===== src/rtl/ber_sweep_ctrl.sv =====
// rtl/ber_sweep_ctrl.sv - BER sweep frame/SNR sequencer around ldpc_core
module ber_sweep_ctrl #(
  parameter logic [3:0]        SNR_FIRST  = 4'd0,
  parameter logic [3:0]        SNR_LAST   = 4'd15,
  parameter logic signed [4:0] FRAC_W     = -5'sd1,
  parameter int                FRM_W      = 16,
  parameter int                ERR_W      = 12,
  parameter int                MAX_FRAMES = 1000,
  parameter int                MAX_ERRS   = 100,
  parameter int                TMO_W      = 12
) (
  input  logic                    clk,
  input  logic                    rstn,
  input  logic                    start,
  input  logic                    abort,
  input  logic                    buf_full,
  output logic                    buf_clr,
  output logic                    dec_load,
  output logic                    dec_rst,
  output logic                    dec_en,
  input  logic                    dec_term,
  input  logic                    dec_err,
  output logic [3:0]              snr_idx,
  output logic signed [4:0]       frac_w,
  output logic                    res_valid,
  input  logic                    res_ready,
  output logic [3:0]              res_snr,
  output logic [FRM_W-1:0]        res_frames,
  output logic [ERR_W-1:0]        res_errs,
  output logic                    res_tmo,
  output logic                    busy,
  output logic                    done
);

  typedef enum logic [2:0] {
    S_IDLE, S_FILL, S_LOAD, S_DECODE, S_ACCUM, S_REPORT, S_DONE
  } state_t;

  state_t            state;
  logic [FRM_W-1:0]  frames;
  logic [ERR_W-1:0]  errs;
  logic [TMO_W-1:0]  wd;
  logic              tmo;
  logic              err_q;
  logic              clr_d;

  logic [FRM_W-1:0]  frm_nxt;
  logic [ERR_W-1:0]  err_nxt;
  logic [TMO_W-1:0]  wd_inc;
  logic              close_pt;

  assign frac_w   = FRAC_W;
  assign frm_nxt  = (&frames) ? frames : frames + FRM_W'(1);
  assign err_nxt  = (&errs) ? errs : errs + ERR_W'(err_q);
  assign wd_inc   = wd + TMO_W'(1);
  assign close_pt = (int'(frm_nxt) == MAX_FRAMES) || (int'(err_nxt) >= MAX_ERRS);

  always_ff @(posedge clk or negedge rstn) begin
    if (!rstn) begin
      state      <= S_IDLE;
      frames     <= '0;
      errs       <= '0;
      wd         <= '0;
      tmo        <= 1'b0;
      err_q      <= 1'b0;
      clr_d      <= 1'b0;
      snr_idx    <= SNR_FIRST;
      buf_clr    <= 1'b0;
      dec_load   <= 1'b0;
      dec_rst    <= 1'b1;
      dec_en     <= 1'b0;
      res_valid  <= 1'b0;
      res_snr    <= '0;
      res_frames <= '0;
      res_errs   <= '0;
      res_tmo    <= 1'b0;
      busy       <= 1'b0;
      done       <= 1'b0;
    end else begin
      buf_clr  <= 1'b0;
      dec_load <= 1'b0;
      clr_d    <= buf_clr;
      if (abort) begin
        state     <= S_IDLE;
        dec_rst   <= 1'b1;
        dec_en    <= 1'b0;
        res_valid <= 1'b0;
        busy      <= 1'b0;
        done      <= 1'b0;
      end else begin
        case (state)
          S_IDLE, S_DONE: begin
            dec_rst <= 1'b1;
            dec_en  <= 1'b0;
            if (start) begin
              frames  <= '0;
              errs    <= '0;
              tmo     <= 1'b0;
              snr_idx <= SNR_FIRST;
              buf_clr <= 1'b1;
              done    <= 1'b0;
              busy    <= 1'b1;
              state   <= S_FILL;
            end
          end
          S_FILL: begin
            // Buffer flags lag a clear by a cycle, so they are not trusted
            // while the clear pulse is out or during the cycle after it.
            if (buf_full && !buf_clr && !clr_d) begin
              dec_load <= 1'b1;
              buf_clr  <= 1'b1;
              wd       <= '0;
              state    <= S_LOAD;
            end
          end
          S_LOAD: begin
            dec_rst <= 1'b0;
            dec_en  <= 1'b1;
            state   <= S_DECODE;
          end
          S_DECODE: begin
            wd <= wd_inc;
            if (dec_term) begin
              err_q   <= dec_err;
              dec_en  <= 1'b0;
              dec_rst <= 1'b1;
              state   <= S_ACCUM;
            end else if (&wd_inc) begin
              err_q   <= 1'b1;
              tmo     <= 1'b1;
              dec_en  <= 1'b0;
              dec_rst <= 1'b1;
              state   <= S_ACCUM;
            end
          end
          S_ACCUM: begin
            frames <= frm_nxt;
            errs   <= err_nxt;
            if (close_pt) begin
              res_snr    <= snr_idx;
              res_frames <= frm_nxt;
              res_errs   <= err_nxt;
              res_tmo    <= tmo;
              res_valid  <= 1'b1;
              state      <= S_REPORT;
            end else begin
              state <= S_FILL;
            end
          end
          S_REPORT: begin
            if (res_valid && res_ready) begin
              res_valid <= 1'b0;
              if (snr_idx == SNR_LAST) begin
                done  <= 1'b1;
                busy  <= 1'b0;
                state <= S_DONE;
              end else begin
                // LLRs generated at the old SNR are discarded.
                snr_idx <= snr_idx + 4'd1;
                frames  <= '0;
                errs    <= '0;
                tmo     <= 1'b0;
                buf_clr <= 1'b1;
                state   <= S_FILL;
              end
            end
          end
          default: state <= S_IDLE;
        endcase
      end
    end
  end

endmodule


===== config.mk =====
export PLATFORM = sky130hd
export DESIGN_NAME = ber_sweep_ctrl
export DESIGN_NICKNAME = d
export VERILOG_FILES = /design/src/rtl/ber_sweep_ctrl.sv
export SDC_FILE = /design/constraint.sdc
export NUM_CORES = 1
export LEC_CHECK = 0
export CORE_ASPECT_RATIO = 1.25
export CORE_UTILIZATION = 57
export DETAILED_ROUTE_END_ITERATION = 12
export GPL_TIMING_DRIVEN = 0
export PLACE_DENSITY = 0.8
export SETUP_SLACK_MARGIN = 0.4
export SKIP_LAST_GASP = 1
export SYNTH_ARGS = -nofsm -noshare
export SYNTH_HDL_FRONTEND = slang
export SYNTH_SLANG_ARGS = --single-unit

===== constraint.sdc =====
create_clock -name clk -period 3.1 [get_ports clk]
set_input_delay 0.62 -clock clk [delete_from_list [all_inputs] [get_ports clk]]
set_output_delay 0.62 -clock clk [all_outputs]
set_load 0.05 [all_outputs]

==> run summary, run 1 <==
Switching Share: 0.404
dominant synthesized flop cell: dfrtp_1
DRC errors left: 0
worst setup path start: frames[0]$_DFFE_PN0P_
library cells used by synthesis: 65
layout cell share with drive strength beyond 1: 0.226
die area: 9680 um^2
R2R setup slack: 0.26 ns
Clock Power Share: 0.235
fin. max-slew vios: 0
Post-DP HPWL: 8.63 mm
chip height: 110 um
Startpoint Class: flop
crit-path max FO: 8
maximum VDD drop: 0.508 mV
IO buf count: 50
power density cells: 618 nW/um^2
Final #Nets: 695
Clock Pin Slew Worst Setup and Hold Paths: 0.09 ns
DP Area: 5990 um^2
most common cell in the netlist: dfrtp_1
Critical path destination: res_errs[10]$_DFFE_PN0P_
number of max-cap violations: 0
Final Wtd Congestion: 0.895
reg2reg start: frames[0]$_DFFE_PN0P_
chip width: 88.2 um
initial antenna violation count: 0
reg2reg path depth: 10
Post-Syn Area per Cell: 9.14 um^2
worst skew pair latency: 0.39 ns
Post-synth EDFFs: 0
Via Count: 5076
largest area contributor in the netlist: dfrtp_1
RR Endpoint: res_errs[10]$_DFFE_PN0P_
Async SR Flop Fraction: 1.00
Post-Syn Instances: 579
worst slew pin tran: 0.707 ns
WS Path Type: reg2reg
Power, Total: 4.24 mW
synthesized area: 5290 um^2
hold_ws: 0.188 ns
Commonest cells post-synth: dfrtp_1 (89), o21ai_0 (58), nor2_1 (57)
Period minus WS final: 2.84 ns
Max clock buf depth: 2
Num Clock Sinks: 90
CTS tree: yes
Slew headroom: 0.525
Area contributors post-synth: dfrtp_1 (42%), o21ai_0 (5.5%), mux2_4 (4.8%)
drt pass-1 iters: 7
P_int: 2.53 mW
via/cell ratio: 6.30
Synth top area share: 0.421
Combinational Power Share: 0.402
fmax: 0.353 GHz
DR WL/cell: 18.5 um
clock buffer count from CTS: 9
Leak: 2.96 nW
sequential area share after synthesis: 0.426
area delta synth->final: 29.6%
Root Driver: clkbuf_8
Layout Skew: 0.0159 ns
Hold Path Class: in2async
grt ovf: 0
H-tree Lvls: 3
Core Area: 8840 um^2
Post-Route WL: 14.9 mm
final cycle utilization of the critical path: 0.915
Arr. time, crit path: 3.10 ns
Hold Vio Cnt, Final: 0
Initial Util: 0.598
largest net degree at the start of global routing: 58
Ports: 57
DRT iter0 DRCs: 529
Reg power frac: 0.363
register bit total from synthesis: 90
status: finished, final reports clean
Site Rows: 38
CP endpoint kind: flop
Data required, critical path: 3.36 ns
global-route usage over all layers: 0.287
fin area: 6860 um^2
first-pass GRT wire length: 21.3 mm
RSZ-0062 raised after global routing: true
number of global-route vias before repair: 4455
fillers: 611
# setup viols final: 0
antenna diode count: 0
DRT antenna net count: 0
Net Switching: 1.71 mW
synth warn: 0
[critical path: stages, from the launching register on]
cell and delay [ns]:
dfrtp_1 0.39, buf_4 0.14, ha_4 0.17, nand3_4 0.14
nor3_1 0.27, mux2i_1 0.36, nand3_2 0.15, nor4_4 0.35
o21a_4 0.27, clkbuf_16 0.19, mux2_4 0.30
[layout by cell type (no fill, tap or decap), types with 4 or more instances in the layout]
cell / count
dfrtp_1: 83
nor2_1: 57
o21ai_0: 57
nand2_1: 55
clkdlybuf4s50_1: 49
buf_4: 39
a21oi_1: 32
nand3_1: 23
inv_1: 20
mux2_4: 17
nor3_1: 14
clkbuf_1: 13
mux2i_1: 13
clkbuf_8: 10
nand4_1: 9
o31ai_1: 8
clkbuf_2: 7
buf_6: 7
a21o_1: 7
xnor2_1: 7
a22o_1: 7
nand2b_1: 6
buf_2: 6
and3_1: 6
mux2_2: 6
dfrtp_2: 6
nor4_4: 5
nand3b_1: 5
conb_1: 5
and2_1: 4
o22ai_1: 4
nand3_2: 4
or4_1: 4
and4_1: 4
[registers in the layout, indices dropped and copies added (netlist names)]
| name | cells |
|---|---|
| wd | 12 |
| done | 1 |
| busy | 1 |
| res_errs | 12 |
| res_frames | 16 |
| state | 3 |
| errs | 12 |
| dec_load | 1 |
| res_snr | 4 |
| dec_rst | 1 |
| res_tmo | 1 |
| snr_idx | 4 |
| tmo | 1 |
| res_valid | 1 |
| err_q | 1 |
| frames | 16 |
| dec_en | 1 |
| buf_clr | 1 |
| clr_d | 1 |
[worst min-delay path by stage]
stage                               endpoint  slack [ns]  cells past startpoint
global placement             clr_d$_DFF_PN0_        0.39                      0
finish                   errs[9]$_DFFE_PN0P_        0.19                      1
detailed placement           clr_d$_DFF_PN0_        0.40                      0
global route        res_errs[10]$_DFFE_PN0P_        0.22                      1
CTS                 res_errs[10]$_DFFE_PN0P_        0.20                      1
floorplan                  buf_clr$_DFF_PN0_        0.32                      0
[power groups by stage]
stage / clock network [mW] / registers [mW] / logic [mW]
floorplan: 0 / 1.94 / 0.696
global placement: 0 / 1.54 / 1.56
global route: 1.06 / 1.57 / 1.82
detailed placement: 0 / 1.55 / 1.59
CTS: 1.01 / 1.53 / 1.63
finish: 0.997 / 1.54 / 1.70
[logic make-up after synthesis]
kind of cell,synth area share
compound gates,0.169
flops,0.426
buf+inv,0.0577
simple gates,0.225
other cells,0.000709
fa+ha+maj,0.0142
mux,0.0894
xor+xnor,0.0182
[per-stage QoR]
step                      cells  utilization  worst slack [ns]  setup TNS (ns)
after floorplan             583            -             0.418               0
after global placement      753        0.674             -1.82         -163.73
after detailed placement    754        0.677            -0.121           -2.07
after CTS                   777        0.731             0.393               0
after global routing        806        0.776             0.190               0
final                       806        0.776             0.264               0
[cell type report]
cell class                 instances  area, um^2  area share
inverter                          20        75.1      0.0109
clock buffer                      10         138      0.0201
tap                              120         150      0.0219
sequential                        90        2260       0.330
clock inverter                     6         114      0.0166
timing repair buffer              87         860       0.125
buffer                            41         279      0.0407
multi-input combinational        432        2980       0.435
[layer usage]
metal | wire length [um] | vias up | track usage
li1 | - | 2271 | -
met1 | 5680 | 2410 | 0.345
met2 | 7450 | 314 | 0.477
met3 | 1060 | 81 | 0.0608
met4 | 761 | 0 | 0.156
met5 | 0 | - | 0
[repair_timing]
item                                    in CTS  in global routing
cloned                                       0                  3
hold buffers                                 0                  0
buffers inserted                             7                 26
endpoints found under the setup margin      58                 49
pin swaps                                    4                 17
resized for setup                           38                 42
hold endpoints to repair                     0                  0
Power figures use the tool's default switching activity.
==> run 2, diff against run 1 <==
Settings changed: CORE_UTILIZATION 57 to 59, CTS_BUF_LIST set to sky130_fd_sc_hd__clkbuf_8, PLACE_DENSITY 0.8 to 0.83.
==> run summary, run 2 (same netlist as run 1, synthesis figures left out) <==
status: finished, final reports clean
DP Area: 5990 um^2
fin area: 6610 um^2
drt pass-1 iters: 5
Initial Util: 0.608
via/cell ratio: 6.12
WS Path Type: reg2reg
reg2reg start: frames[0]$_DFFE_PN0P_
Final #Nets: 683
final cycle utilization of the critical path: 0.927
Hold Vio Cnt, Final: 0
antenna diode count: 0
fmax: 0.348 GHz
DRT iter0 DRCs: 385
CP Cell Sequence: buf_6, nand4_1, nor4_2, mux2i_1, nand3_1, nor4_4, o21a_4, buf_8, mux2_4
worst skew pair latency: 0.38 ns
DRC errors left: 0
maximum VDD drop: 0.563 mV
Hold Path Class: in2async
slowest stage delay, CP: 0.42 ns
die area: 9360 um^2
Via Count: 4856
Largest regs: frames: 16 flops, res_frames: 16 flops
area delta synth->final: 24.9%
Slew headroom: 0.506
global-route usage over all layers: 0.303
Root Driver: clkbuf_8
H-tree Lvls: 3
Final Wtd Congestion: 0.918
CTS tree: yes
DR WL/cell: 17.7 um
largest net degree at the start of global routing: 55
reg2reg path depth: 9
chip width: 86.7 um
Arr. time, crit path: 3.13 ns
Max clock buf depth: 2
power density cells: 617 nW/um^2
family with the most delay on the worst path: simple AND/OR/NAND/NOR gates
Data required, critical path: 3.36 ns
Layout Skew: 0.0148 ns
Site Rows: 38
DRT antenna net count: 0
first-pass GRT wire length: 21.9 mm
setup_tns: 0 ns
commonest non-fill, non-tap cells in the layout: dfrtp_1 (84), nor2_1 (57), o21ai_0 (57), nand2_1 (55), clkdlybuf4s50_1 (49)
dpl ws: -0.171 ns
clock buffer count from CTS: 9
commonest non-fill, non-tap cell in the layout: dfrtp_1
Final WS setup: 0.226 ns
Period minus WS final: 2.87 ns
R2R setup slack: 0.23 ns
number of max-cap violations: 0
grt ovf: 0
Post-Route WL: 14.1 mm
CP endpoint kind: flop
WP buf/inv: 2
chip height: 108 um
RR Endpoint: res_frames[0]$_DFFE_PN0P_
critical path's slowest cell: nor4_2
Leak: 2.83 nW
# setup viols final: 0
RSZ-0062 raised after global routing: true
placed cells: 754
crit-path max FO: 10
initial antenna violation count: 0
fin. max-slew vios: 0
number of global-route vias before repair: 4536
Clock Pin Slew Worst Setup and Hold Paths: 0.09 ns
Ports: 57
IO buf count: 50
Num Clock Sinks: 90
Post-DP HPWL: 9.22 mm
layout cell share with drive strength beyond 1: 0.193
fin cells: 794
Startpoint Class: flop
Core Area: 8700 um^2
worst slew pin tran: 0.736 ns
## run 2: where the power goes
| group | total [mW] | leakage (nW) | internal (mW) | switching, mW |
|---|---|---|---|---|
| registers | 1.55 | 1.19 | 1.37 | 0.177 |
| logic | 1.71 | 1.53 | 0.605 | 1.10 |
| clock network | 0.827 | 0.113 | 0.407 | 0.419 |
| total | 4.08 | 2.83 | 2.38 | 1.70 |
## run 2: layout make-up
cell class | count | area (um^2)
Timing Repair Buffer | 75 | 727
Inverter | 20 | 75.1
Clock inverter | 5 | 46.3
Buffer | 41 | 274
Clock buffer | 11 | 151
Fill cell | 606 | 2090
Sequential cell | 90 | 2260
Multi-Input combinational cell | 432 | 2930
Tap cell | 120 | 150
## run 2: worst max path at each step
stage,startpoint,endpoint,cells past startpoint
after global placement,rstn,busy$_DFFE_PN0P_,1
after floorplan,frames[1]$_DFFE_PN0P_,res_frames[0]$_DFFE_PN0P_,9
final,frames[0]$_DFFE_PN0P_,res_frames[0]$_DFFE_PN0P_,9
after detailed placement,res_ready,frames[9]$_DFFE_PN0P_,9
after global routing,frames[0]$_DFFE_PN0P_,res_errs[0]$_DFFE_PN0P_,10
after CTS,frames[1]$_DFFE_PN0P_,res_frames[2]$_DFFE_PN0P_,9
## run 2: repair_timing
action,CTS,global route
endpoints found under the setup margin,58,51
setup buffers,4,19
gates cloned,0,1
pin swaps,3,11
resized for setup,30,35
hold buffers,0,0
## run 2: worst reg2reg max path, cell delays in order, from the launching register on
cell	delay (ns)
dfrtp_1	0.38
buf_6	0.12
nand4_1	0.23
nor4_2	0.42
mux2i_1	0.29
nand3_1	0.18
nor4_4	0.42
o21a_4	0.22
buf_8	0.17
mux2_4	0.31
## run 2: through the flow
step                      power [mW]   util  hold WS [ns]
final                           4.08  0.760         0.204
after global routing            4.30  0.760         0.245
after floorplan                 2.63      -         0.324
after global placement          3.11  0.686         0.467
after detailed placement        3.15  0.688         0.432
after CTS                       4.00  0.729         0.217
## run 2: routing by layer
layer,up-vias,global-route usage,share of wire
met2,204,0.509,0.51
met1,2356,0.373,0.40
met3,50,0.0383,0.049
met4,0,0.177,0.039
met5,-,0,0
li1,2246,-,-
